==> src/rtl/dac_processing_pkg.sv <==
// Shared register map, field layout and FSM encoding for the DAC conditioning block.
package dac_processing_pkg;

  localparam logic [3:0] REG_LIM  = 4'h0;
  localparam logic [3:0] REG_CAL  = 4'h4;
  localparam logic [3:0] REG_SLEW = 4'h8;
  localparam logic [3:0] REG_CTRL = 4'hC;

  localparam int LIM_LOW_LSB   = 0;
  localparam int LIM_HIGH_LSB  = 16;
  localparam int OFFSET_LSB    = 0;
  localparam int CAL_SHIFT_LSB = 16;
  localparam int SLEW_STEP_LSB = 0;
  localparam int RATIO_LSB     = 0;
  localparam int FDELAY_LSB    = 8;
  localparam int CLEAR_BIT     = 16;
  localparam int FDIS_BIT      = 17;
  localparam int SLEW_EN_BIT   = 18;

  typedef enum logic [1:0] {IDLE, CAL, SAT, EMIT} state_t;

  typedef struct packed {
    logic signed [15:0] lim_low;
    logic signed [15:0] lim_high;
    logic signed [15:0] offset;
    logic [2:0]         cal_shift;
    logic [15:0]        slew_step;
    logic [7:0]         interp_ratio;
    logic [7:0]         fault_delay;
    logic               fault_disable;
    logic               slew_enable;
  } cfg_t;

  localparam cfg_t CFG_RESET = '{
    lim_low: 16'sh8000, lim_high: 16'sh7FFF, offset: 16'sd0, cal_shift: 3'd0,
    slew_step: 16'd0, interp_ratio: 8'd1, fault_delay: 8'd0,
    fault_disable: 1'b0, slew_enable: 1'b0
  };

endpackage

==> src/rtl/dac_processing_cu.sv <==
// AXI-lite register file; exposes decoded configuration fields and a clear_fault pulse.
module dac_processing_cu
  import dac_processing_pkg::*;
(
  input  logic        clock,
  input  logic        reset,
  input  logic [3:0]  awaddr,
  input  logic        awvalid,
  output logic        awready,
  input  logic [31:0] wdata,
  input  logic        wvalid,
  output logic        wready,
  output logic [1:0]  bresp,
  output logic        bvalid,
  input  logic        bready,
  input  logic [3:0]  araddr,
  input  logic        arvalid,
  output logic        arready,
  output logic [31:0] rdata,
  output logic [1:0]  rresp,
  output logic        rvalid,
  input  logic        rready,
  output cfg_t        cfg,
  output logic        clear_fault
);

  logic        wr_en;
  logic [31:0] rd_val;
  logic        unused_wdata;

  // Address and data are taken together; one write in flight at a time.
  assign wr_en        = awvalid && wvalid && !bvalid;
  assign awready      = wr_en;
  assign wready       = wr_en;
  assign bresp        = 2'b00;
  assign rresp        = 2'b00;
  assign arready      = !rvalid;
  assign unused_wdata = ^wdata[31:19];

  always_ff @(posedge clock or negedge reset) begin
    if (!reset) begin
      cfg         <= CFG_RESET;
      clear_fault <= 1'b0;
      bvalid      <= 1'b0;
    end else begin
      clear_fault <= 1'b0;
      if (bvalid && bready) bvalid <= 1'b0;
      if (wr_en) begin
        bvalid <= 1'b1;
        case (awaddr)
          REG_LIM: begin
            cfg.lim_low  <= wdata[LIM_LOW_LSB +: 16];
            cfg.lim_high <= wdata[LIM_HIGH_LSB +: 16];
          end
          REG_CAL: begin
            cfg.offset    <= wdata[OFFSET_LSB +: 16];
            cfg.cal_shift <= wdata[CAL_SHIFT_LSB +: 3];
          end
          REG_SLEW: cfg.slew_step <= wdata[SLEW_STEP_LSB +: 16];
          REG_CTRL: begin
            cfg.interp_ratio  <= wdata[RATIO_LSB +: 8];
            cfg.fault_delay   <= wdata[FDELAY_LSB +: 8];
            clear_fault       <= wdata[CLEAR_BIT];
            cfg.fault_disable <= wdata[FDIS_BIT];
            cfg.slew_enable   <= wdata[SLEW_EN_BIT];
          end
          default: ;
        endcase
      end
    end
  end

  // clear_fault is a pulse and always reads back as 0.
  always_comb begin
    rd_val = '0;
    case (araddr)
      REG_LIM:  rd_val = {cfg.lim_high, cfg.lim_low};
      REG_CAL:  rd_val = {13'd0, cfg.cal_shift, cfg.offset};
      REG_SLEW: rd_val = {16'd0, cfg.slew_step};
      REG_CTRL: rd_val = {13'd0, cfg.slew_enable, cfg.fault_disable, 1'b0,
                          cfg.fault_delay, cfg.interp_ratio};
      default:  rd_val = '0;
    endcase
  end

  always_ff @(posedge clock or negedge reset) begin
    if (!reset) begin
      rvalid <= 1'b0;
      rdata  <= '0;
    end else begin
      if (rvalid && rready) rvalid <= 1'b0;
      if (arvalid && arready) begin
        rvalid <= 1'b1;
        rdata  <= rd_val;
      end
    end
  end

endmodule

==> src/rtl/dac_processing.sv <==
// DAC setpoint conditioning: calibrate, clamp, slew/interpolate, and saturation fault.
module dac_processing
  import dac_processing_pkg::*;
#(
  parameter int DATA_PATH_WIDTH = 16,
  parameter bit STICKY_FAULT    = 1'b0
) (
  input  logic                              clock,
  input  logic                              reset,
  input  logic                              data_in_valid,
  output logic                              data_in_ready,
  input  logic signed [DATA_PATH_WIDTH-1:0] data_in_data,
  output logic                              data_out_valid,
  input  logic                              data_out_ready,
  output logic signed [DATA_PATH_WIDTH-1:0] data_out_data,
  input  logic [3:0]                        axi_in_awaddr,
  input  logic                              axi_in_awvalid,
  output logic                              axi_in_awready,
  input  logic [31:0]                       axi_in_wdata,
  input  logic                              axi_in_wvalid,
  output logic                              axi_in_wready,
  output logic [1:0]                        axi_in_bresp,
  output logic                              axi_in_bvalid,
  input  logic                              axi_in_bready,
  input  logic [3:0]                        axi_in_araddr,
  input  logic                              axi_in_arvalid,
  output logic                              axi_in_arready,
  output logic [31:0]                       axi_in_rdata,
  output logic [1:0]                        axi_in_rresp,
  output logic                              axi_in_rvalid,
  input  logic                              axi_in_rready,
  output logic                              fault
);

  localparam int W  = DATA_PATH_WIDTH;
  localparam int CW = W + 8;

  cfg_t                cfg, cfg_q;
  logic                clear_fault;
  state_t              state, state_n;
  logic signed [W-1:0]  din_q, target_q, last_out, out_q;
  logic signed [CW-1:0] cal_c, cal_q, lo_x, hi_x, sat_val;
  logic                 sat_flag, trip;
  logic [7:0]           rep_left, fcnt, fcnt_n;

  dac_processing_cu u_cu (
    .clock, .reset,
    .awaddr(axi_in_awaddr), .awvalid(axi_in_awvalid), .awready(axi_in_awready),
    .wdata(axi_in_wdata), .wvalid(axi_in_wvalid), .wready(axi_in_wready),
    .bresp(axi_in_bresp), .bvalid(axi_in_bvalid), .bready(axi_in_bready),
    .araddr(axi_in_araddr), .arvalid(axi_in_arvalid), .arready(axi_in_arready),
    .rdata(axi_in_rdata), .rresp(axi_in_rresp), .rvalid(axi_in_rvalid),
    .rready(axi_in_rready), .cfg, .clear_fault
  );

  // Next emitted value: either jump to target or move toward it by at most slew_step.
  function automatic logic signed [W-1:0] slew_next(input logic signed [W-1:0] prev,
                                                    input logic signed [W-1:0] tgt,
                                                    input cfg_t c);
    logic signed [W+1:0] diff, lim;
    diff = (W+2)'(tgt) - (W+2)'(prev);
    lim  = (W+2)'(c.slew_step);
    if (diff > lim) diff = lim;
    else if (diff < -lim) diff = -lim;
    return c.slew_enable ? W'((W+2)'(prev) + diff) : tgt;
  endfunction

  assign cal_c = ((CW)'(din_q) + (CW)'(cfg_q.offset)) <<< cfg_q.cal_shift;
  assign lo_x  = (CW)'(cfg_q.lim_low);
  assign hi_x  = (CW)'(cfg_q.lim_high);

  // An inverted window (low > high) always resolves to lim_low.
  always_comb begin
    sat_val  = cal_q;
    sat_flag = 1'b0;
    if (cal_q < lo_x) begin
      sat_val  = lo_x;
      sat_flag = 1'b1;
    end else if (cal_q > hi_x) begin
      sat_val  = (lo_x > hi_x) ? lo_x : hi_x;
      sat_flag = 1'b1;
    end
  end

  always_comb begin
    state_n = state;
    case (state)
      IDLE:    if (data_in_valid && data_in_ready) state_n = CAL;
      CAL:     state_n = SAT;
      SAT:     state_n = EMIT;
      EMIT:    if (data_out_ready && rep_left == 8'd1) state_n = IDLE;
      default: state_n = IDLE;
    endcase
  end

  assign data_out_valid = (state == EMIT);
  assign data_out_data  = out_q;

  always_ff @(posedge clock or negedge reset) begin
    if (!reset) begin
      state         <= IDLE;
      data_in_ready <= 1'b0;
      din_q         <= '0;
      cfg_q         <= CFG_RESET;
      cal_q         <= '0;
      target_q      <= '0;
      out_q         <= '0;
      last_out      <= '0;
      rep_left      <= '0;
    end else begin
      state         <= state_n;
      data_in_ready <= (state_n == IDLE);
      case (state)
        IDLE: if (data_in_valid && data_in_ready) begin
          din_q    <= data_in_data;
          cfg_q    <= cfg;
          rep_left <= (cfg.interp_ratio == 8'd0) ? 8'd1 : cfg.interp_ratio;
        end
        CAL: cal_q <= cal_c;
        SAT: begin
          target_q <= W'(sat_val);
          out_q    <= slew_next(last_out, W'(sat_val), cfg_q);
        end
        EMIT: if (data_out_ready) begin
          last_out <= out_q;
          rep_left <= rep_left - 8'd1;
          out_q    <= slew_next(out_q, target_q, cfg_q);
        end
        default: ;
      endcase
    end
  end

  assign fcnt_n = !sat_flag ? 8'd0 : (fcnt == 8'hFF) ? 8'hFF : fcnt + 8'd1;
  assign trip   = sat_flag && (fcnt_n > cfg_q.fault_delay);

  // Counter advances once per sample, in SAT; a clear racing a trip still leaves fault set.
  always_ff @(posedge clock or negedge reset) begin
    if (!reset) begin
      fcnt  <= '0;
      fault <= 1'b0;
    end else if (cfg.fault_disable) begin
      fcnt  <= '0;
      fault <= 1'b0;
    end else if (state == SAT) begin
      fcnt <= clear_fault ? 8'd0 : fcnt_n;
      if (STICKY_FAULT) fault <= trip || (fault && !clear_fault);
      else              fault <= trip;
    end else if (clear_fault) begin
      fcnt <= '0;
      if (STICKY_FAULT) fault <= 1'b0;
    end
  end

endmodule

==> config.mk <==
export PLATFORM = sky130hd
export DESIGN_NAME = dac_processing
export DESIGN_NICKNAME = d
export VERILOG_FILES = /design/src/rtl/dac_processing_pkg.sv /design/src/rtl/dac_processing_cu.sv /design/src/rtl/dac_processing.sv
export SDC_FILE = /design/constraint.sdc
export NUM_CORES = 1
export LEC_CHECK = 0
export ABC_AREA = 1
export BUFFER_PORTS_ARGS = -buffer_cell sky130_fd_sc_hd__buf_2
export CORE_MARGIN = 5
export CORE_UTILIZATION = 57
export DETAILED_ROUTE_END_ITERATION = 10
export GPL_TIMING_DRIVEN = 1
export HOLD_SLACK_MARGIN = 0.06
export PLACE_DENSITY_LB_ADDON = 0.3
export SYNTH_ARGS = -nofsm -noshare
export SYNTH_HDL_FRONTEND = slang
export SYNTH_HIERARCHICAL = 1
export SYNTH_SLANG_ARGS = --single-unit
==> constraint.sdc <==
create_clock -name clock -period 7.49 [get_ports clock]
set_clock_uncertainty 0.05 [all_clocks]
set_input_delay 0.3745 -clock clock [delete_from_list [all_inputs] [get_ports clock]]
set_output_delay 0.3745 -clock clock [all_outputs]
set_load 0.02 [all_outputs]
---- Word level (Yosys, flattened, before mapping) ----
Index checks and enable logic that the tools add are counted.
word-level totals
  flip-flop bits (word level) ............. 304
  input port bits ......................... 65
  output and inout bits ................... 60
  logic and storage cells ................. 127
operators by class
  add/sub/neg operators ................... 8
  magnitude comparators ................... 8
  eq/ne operators ......................... 13
  shift operators ......................... 1
  muxes and demuxes ....................... 38
  reduce and logical (&&, ||, !) cells .... 29
operator list
  operator               count
  $mux W16               13
  $pmux W32 S4           1
  $mux W8                9
  $lt A17 B18 Y1         2
  $gt A17 B17 Y1         2
  $sub A16 B16 Y17       2
  $add A16 B16 Y16       2
  $pmux W16 S2           1
  $gt A24 B16 Y1         1
  $lt A24 B16 Y1         1
  $sshl A17 B3 Y24       1
  $neg A16 Y18           1
  $add A16 B16 Y17       1
  $eq A4 B4 Y1 const B   4
  $gt A16 B16 Y1         1
  $pmux W8 S2            1
  $reduce_and A2 Y1      7
  $mux W1                10
  $reduce_bool A2 Y1     5
  $add A8 B1 Y8 const B  1
  $eq A4 B3 Y1 const B   2
  $eq A8 B1 Y1 const B   1
  $eq A8 B8 Y1 const B   1
  $gt A8 B8 Y1           1
  other kinds (14)       26

---- Logic depth before layout (Yosys ltp) ----
  depth after elaboration ................. 12
  gate-level depth with buffers ........... 64
  gate-level depth less buffers ........... 62

---- Cells and area by module ----
Netlist, hierarchy kept.
by module, submodules not included
  module             times used  cells an instance  area an instance (µm²)  seq. area each (µm²)
  dac_processing     1           2,255              16,493.3                4,624.4
  dac_processing_cu  1           579                5,303.8                 3,024.2

---- Least setup slack after synthesis ----
Ideal clock, no wire load.
  kind .................................... reg2reg
  start ................................... register cfg_q[84] in the netlist's numbering
  end ..................................... register out_q[12], in the netlist data_out_data[12]
  library setup time ...................... 0.140 ns
  arrival ................................. 7.007 ns
  required time ........................... 7.300 ns
  setup slack ............................. 0.293 ns
  stages on the path, launching flop included .. 53
  path buffers ............................ 3
  clock period less this slack ............ 7.197 ns
  cell sequence ........................... dfstp_2 inv_1 ha_1 a21oi_2 nor2_1 a211oi_1 o21ai_1 a21oi_2 nand3_1 nand2_2 inv_2 buf_6 buf_8 nand3_1 o211ai_2 inv_1 ha_1 inv_1 [17 not listed] inv_1 clkbuf_1 a21oi_1 a31o_2 inv_1 ha_1 fa_1 nand3_1 nand2_1 a21boi_0 o21ai_0 nand2_1 nand2_1 a21oi_1 o21ai_0 xor2_1 o211ai_1 a22oi_1
on the way
  word-level cells in the longest chain between the ends .. 12
  elaborated cells on any way between the ends .. 14
  classes of those cells .................. 2 x add/sub; 4 x order compare; 8 x mux
ends and longest elaborated chain
  item                    RTL line               source
  start, declared         dac_processing.sv:38   cfg_t cfg, cfg_q;
  start signal, assigned  dac_processing.sv:116  cfg_q <= cfg;
  $gt A16 B16 Y1          dac_processing.sv:80   sat_val = (lo_x > hi_x) ? lo_x : hi_x;
  $mux W16                dac_processing.sv:80
  $mux W16                dac_processing.sv:79   end else if (cal_q > hi_x) begin
  $mux W16 *              dac_processing.sv:76   if (cal_q < lo_x) begin
  $sub A16 B16 Y17        dac_processing.sv:61   diff = (W+2)'(tgt) - (W+2)'(prev);
  $lt A17 B18 Y1          dac_processing.sv:64   else if (diff < -lim) diff = -lim;
  $mux W16                dac_processing.sv:64
  $mux W16                dac_processing.sv:63   if (diff > lim) diff = lim;
  $mux W16                dac_processing.sv:113  case (state)
  $add A16 B16 Y16        dac_processing.sv:65   return c.slew_enable ? W'((W+2)'(prev) + diff) : tgt;
  $mux W16 *              dac_processing.sv:65
  $pmux W16 S2 *          dac_processing.sv:113
  end signal, assigned    dac_processing.sv:122  out_q <= slew_next(last_out, W'(sat_val), cfg_q);
  end signal, assigned    dac_processing.sv:127  out_q <= slew_next(out_q, target_q, cfg_q);
  end, declared           dac_processing.sv:41   logic signed [W-1:0] din_q, target_q, last_out, out_q;
Every way passes the cells marked *; elsewhere a longest branch is shown, timed or not. The select of a mux whose other input is x is not followed.
A chain may end at the register's enable or synchronous reset.

---- Worst setup path in the final report ----
  start ................................... register cfg_q[84] in the netlist's numbering
  end ..................................... register out_q[13], in the netlist data_out_data[13]
The elaborated chain is that of the path after synthesis.

==> results.sh <==
export IMPL_cpPeakStageDelay_ns=0.57
export IMPL_grt_first_pass_wirelength_um=111000
export IMPL_hold_path_class="in2reg"
export IMPL_async_reset_ff_share_pct=100
export IMPL_regToRegSetupSlack_ns=-0.07
export IMPL_track_usage_pct=33.5
export IMPL_setup_ws_ns=-0.0661
export IMPL_pre_cts_slack_ns=-0.133
export IMPL_fin_util_pct=67.7
export IMPL_run_status="complete, but fails checks"
export IMPL_ys_top_cells_by_count="nand2_1 (782), inv_1 (304), dfrtp_1 (271)"
export IMPL_fin_crit_sh_pct=101
export IMPL_powerDensity_nw_per_um2=553
export IMPL_path_clk_slew_ns=0.06
export IMPL_io_pins=125
export IMPL_synth_most_common_cell="nand2_1"
export IMPL_grt_overflow_total=0
export IMPL_drc=0
export IMPL_cp_start_kind="flop"
export IMPL_netlist_area_um2=21800
export IMPL_power_total_mw=14.1
export IMPL_fin_tns_setup_ns=-0.103
export IMPL_yosys_top_cells_area="dfrtp_1 (31%), nand2_1 (13%), ha_1 (13%)"
export IMPL_h_tree_depth=2
export IMPL_grt_pass1_vias=20200
export IMPL_drt_pass1_iter_count=6
export IMPL_fp_dieW_um=206
export IMPL_fmax_mhz=132
export IMPL_hold_end="u_cu/cfg[79]$_DFFE_PN0P_"
export IMPL_place_hpwl_um=53300
export IMPL_muxShareOfSynthArea_pct=0.276
export IMPL_design_area_um2=25500
export IMPL_die_area_um2=42300
export IMPL_setup_violations=2
export IMPL_yosys_warnings=6
export IMPL_synth_compound_area_share_pct=16.4
export IMPL_synth_top_area_share_pct=31.1
export IMPL_finalMaxSlewViolations=0
export IMPL_gp_congestion=1.03
export IMPL_maxCapViolCount=0
export IMPL_cts_max_path_buffers=3
export IMPL_rows=71
export IMPL_synthCells=2834
export IMPL_avgRoutedWirePerCell_um=20.0
export IMPL_antenna_cells=0
export IMPL_synth_xor_area_share_pct=2.89
export IMPL_cts_tree="done"
export IMPL_core_um2=37700
export IMPL_routed_wl_um=71700
export IMPL_root_buffer="clkbuf_16"
export IMPL_synth_edf_count=0
export IMPL_relSlewSlack_pct=18.3
export IMPL_power_leakage_nw=13.2
export IMPL_start_util_pct=57.9
export IMPL_ys_flop_type="dfrtp_1"
export IMPL_fill_cells=3165
export IMPL_r2r_end="data_out_data[13]$_DFFE_PN0P_"
export IMPL_cts_sinks=304
export IMPL_worstMarginPinSlew_ns=1.22
export IMPL_min_from="axi_in_wdata[10]"
export IMPL_final_layout_size_suffix_gt1_share_pct=17.4
export IMPL_io_buffers=120
export IMPL_grt_max_degree=162
export IMPL_dp_cells=3460
export IMPL_yosysSeqAreaShare_pct=35.1
export IMPL_finalNonFillerCells=3583
export IMPL_timing_hold_ws_ns=0.0889
export IMPL_ir_worst_vdd_mv=0.410
export IMPL_hold_depth=3
export IMPL_area_delta_synth_final_pct=17.0
export IMPL_timing_rr_start="cfg_q[84]$_DFFE_PN1P_"
export IMPL_placed_cell_area_um2=23200
export IMPL_antenna_found_initial=0
export IMPL_critPathMaxFanout=8
export IMPL_path_class="reg2reg"
export IMPL_synth_cell_types=67
export IMPL_drtIter0Drc=2199
export IMPL_vias=21000
export IMPL_yosys_area_share_adder_pct=13.3
export IMPL_hold_violations=0
export IMPL_violations="negative setup slack"
export IMPL_reg2reg_depth=55
export IMPL_avgSynthCellArea_um2=7.69
export IMPL_synth_seq_cells=304
export IMPL_cp_arrival_ns=7.95
export IMPL_fp_dieH_um=206
export IMPL_via_per_inst=5.86
export IMPL_grt_setup_unrepaired="true"
export IMPL_yosys_area_share_simple_pct=23.8
export IMPL_synth_largest_area_cell="dfrtp_1"
export IMPL_cts_buffers=35
export IMPL_worstSetupEndpointType="flop"
export IMPL_cp_slowest_cell="dfstp_2"
export IMPL_crit_top_cell="nand2_1"
export IMPL_crit_required_ns=7.88
export IMPL_period_needed_ns=7.56
export IMPL_worstSkewPairLatency_ns=0.56
export IMPL_ant_nets=0
export IMPL_nets=3338
export IMPL_synth_top_family_by_area="simple AND/OR/NAND/NOR gates"
==> cells by family after synthesis <==
family,count (synthesis)
muxes,6
and+or+nand+nor,1193
buffers and inverters,420
other,1
adders and majority gates,228
xor gates and xnor gates,71
AOI/OAI and AO/OA,611
DFF,304
==> metal layers <==
metal | global-route usage, % | wire (um) | share of wire, % | up-vias
li1 | - | - | - | 9888
met1 | 44.4 | 29100 | 41 | 9997
met2 | 55.4 | 33500 | 47 | 934
met3 | 4.40 | 5390 | 7.5 | 174
met4 | 14.5 | 3680 | 5.1 | 0
met5 | 0 | 0 | 0 | -
==> sequential cells by signal (all words and copies together), names as in the netlist, 2 cells and up <==
name,cells
u_cu/cfg,85
cfg_q,76
u_cu/rdata,32
cal_q,24
data_out_data,16
din_q,16
last_out,16
target_q,16
fcnt,8
rep_left,8
state,2
==> where the power goes <==
| group | switching (mW) | internal (mW) |
|---|---|---|
| clock network | 0.739 | 1.09 |
| logic | 5.96 | 4.03 |
| registers | 0.317 | 1.96 |
==> cell usage in the layout, fill, tap and decap left out, types with 9 or more instances in the layout <==
cell type / Yosys / layout
nand2_1: 782 / 771
inv_1: 304 / 297
dfrtp_1: 271 / 271
o21ai_0: 252 / 237
ha_1: 223 / 201
nand3_1: 179 / 173
a21oi_1: 150 / 136
buf_2: 20 / 119
nor2_1: 123 / 113
buf_4: 11 / 112
o211ai_1: 49 / 49
o21ai_1: 42 / 47
xor2_1: 48 / 47
a21oi_2: 24 / 36
clkbuf_16: 0 / 35
dlygate4sd3_1: 0 / 35
dfstp_2: 33 / 33
nand4_1: 23 / 23
nor3_1: 25 / 21
o21ai_2: 11 / 20
xnor2_1: 22 / 20
nand3_2: 14 / 19
ha_4: 0 / 15
nand2_2: 3 / 13
inv_2: 8 / 13
nor2_2: 3 / 12
o22ai_1: 10 / 10
o221ai_1: 9 / 9
==> cell type report <==
cell class / count / area [um^2] / share of cell area (%)
inverter: 314 / 1190 / 4.66
clock inverter: 14 / 216 / 0.849
timing repair buffer: 276 / 1920 / 7.55
clock buffer: 50 / 1010 / 3.97
tap: 511 / 639 / 2.51
sequential: 304 / 7650 / 30.0
multi-input combinational: 2114 / 12900 / 50.5
==> critical path, delay by kind of cell (launching register included) <==
kind | cells | cell delay (ns)
AO/OA/AOI/OAI | 16 | 2.14
XOR/XNOR | 1 | 0.20
adder cells (fa/ha/maj) | 5 | 1.28
buffers and inverters | 10 | 1.12
flip-flops | 1 | 0.57
AND/OR/NAND/NOR | 23 | 2.07
==> repair_timing <==
item / in CTS / in global routing
gates resized for setup: 7 / 121
hold buffers: 35 / 0
setup buffers: 10 / 14
pin swaps: 5 / 59
cloned: 0 / 1
endpoints found under the setup margin: 5 / 12
hold endpoints to repair: 95 / 0
==> how the worst max path moves through the flow <==
stage / cells after the start / end / slack, ns / start
finish: 55 / data_out_data[13]$_DFFE_PN0P_ / -0.07 / cfg_q[84]$_DFFE_PN1P_
global placement: 48 / data_out_data[12]$_DFFE_PN0P_ / 0.15 / cfg_q[84]$_DFFE_PN1P_
detailed placement: 51 / data_out_data[12]$_DFFE_PN0P_ / -0.13 / cfg_q[84]$_DFFE_PN1P_
floorplan: 52 / data_out_data[12]$_DFFE_PN0P_ / 0.29 / cfg_q[84]$_DFFE_PN1P_
CTS: 59 / data_out_data[13]$_DFFE_PN0P_ / 0.006 / cfg_q[84]$_DFFE_PN1P_
global route: 60 / data_out_data[13]$_DFFE_PN0P_ / -0.54 / cfg_q[84]$_DFFE_PN1P_
Note: power is estimated with default switching activity, not from simulation.
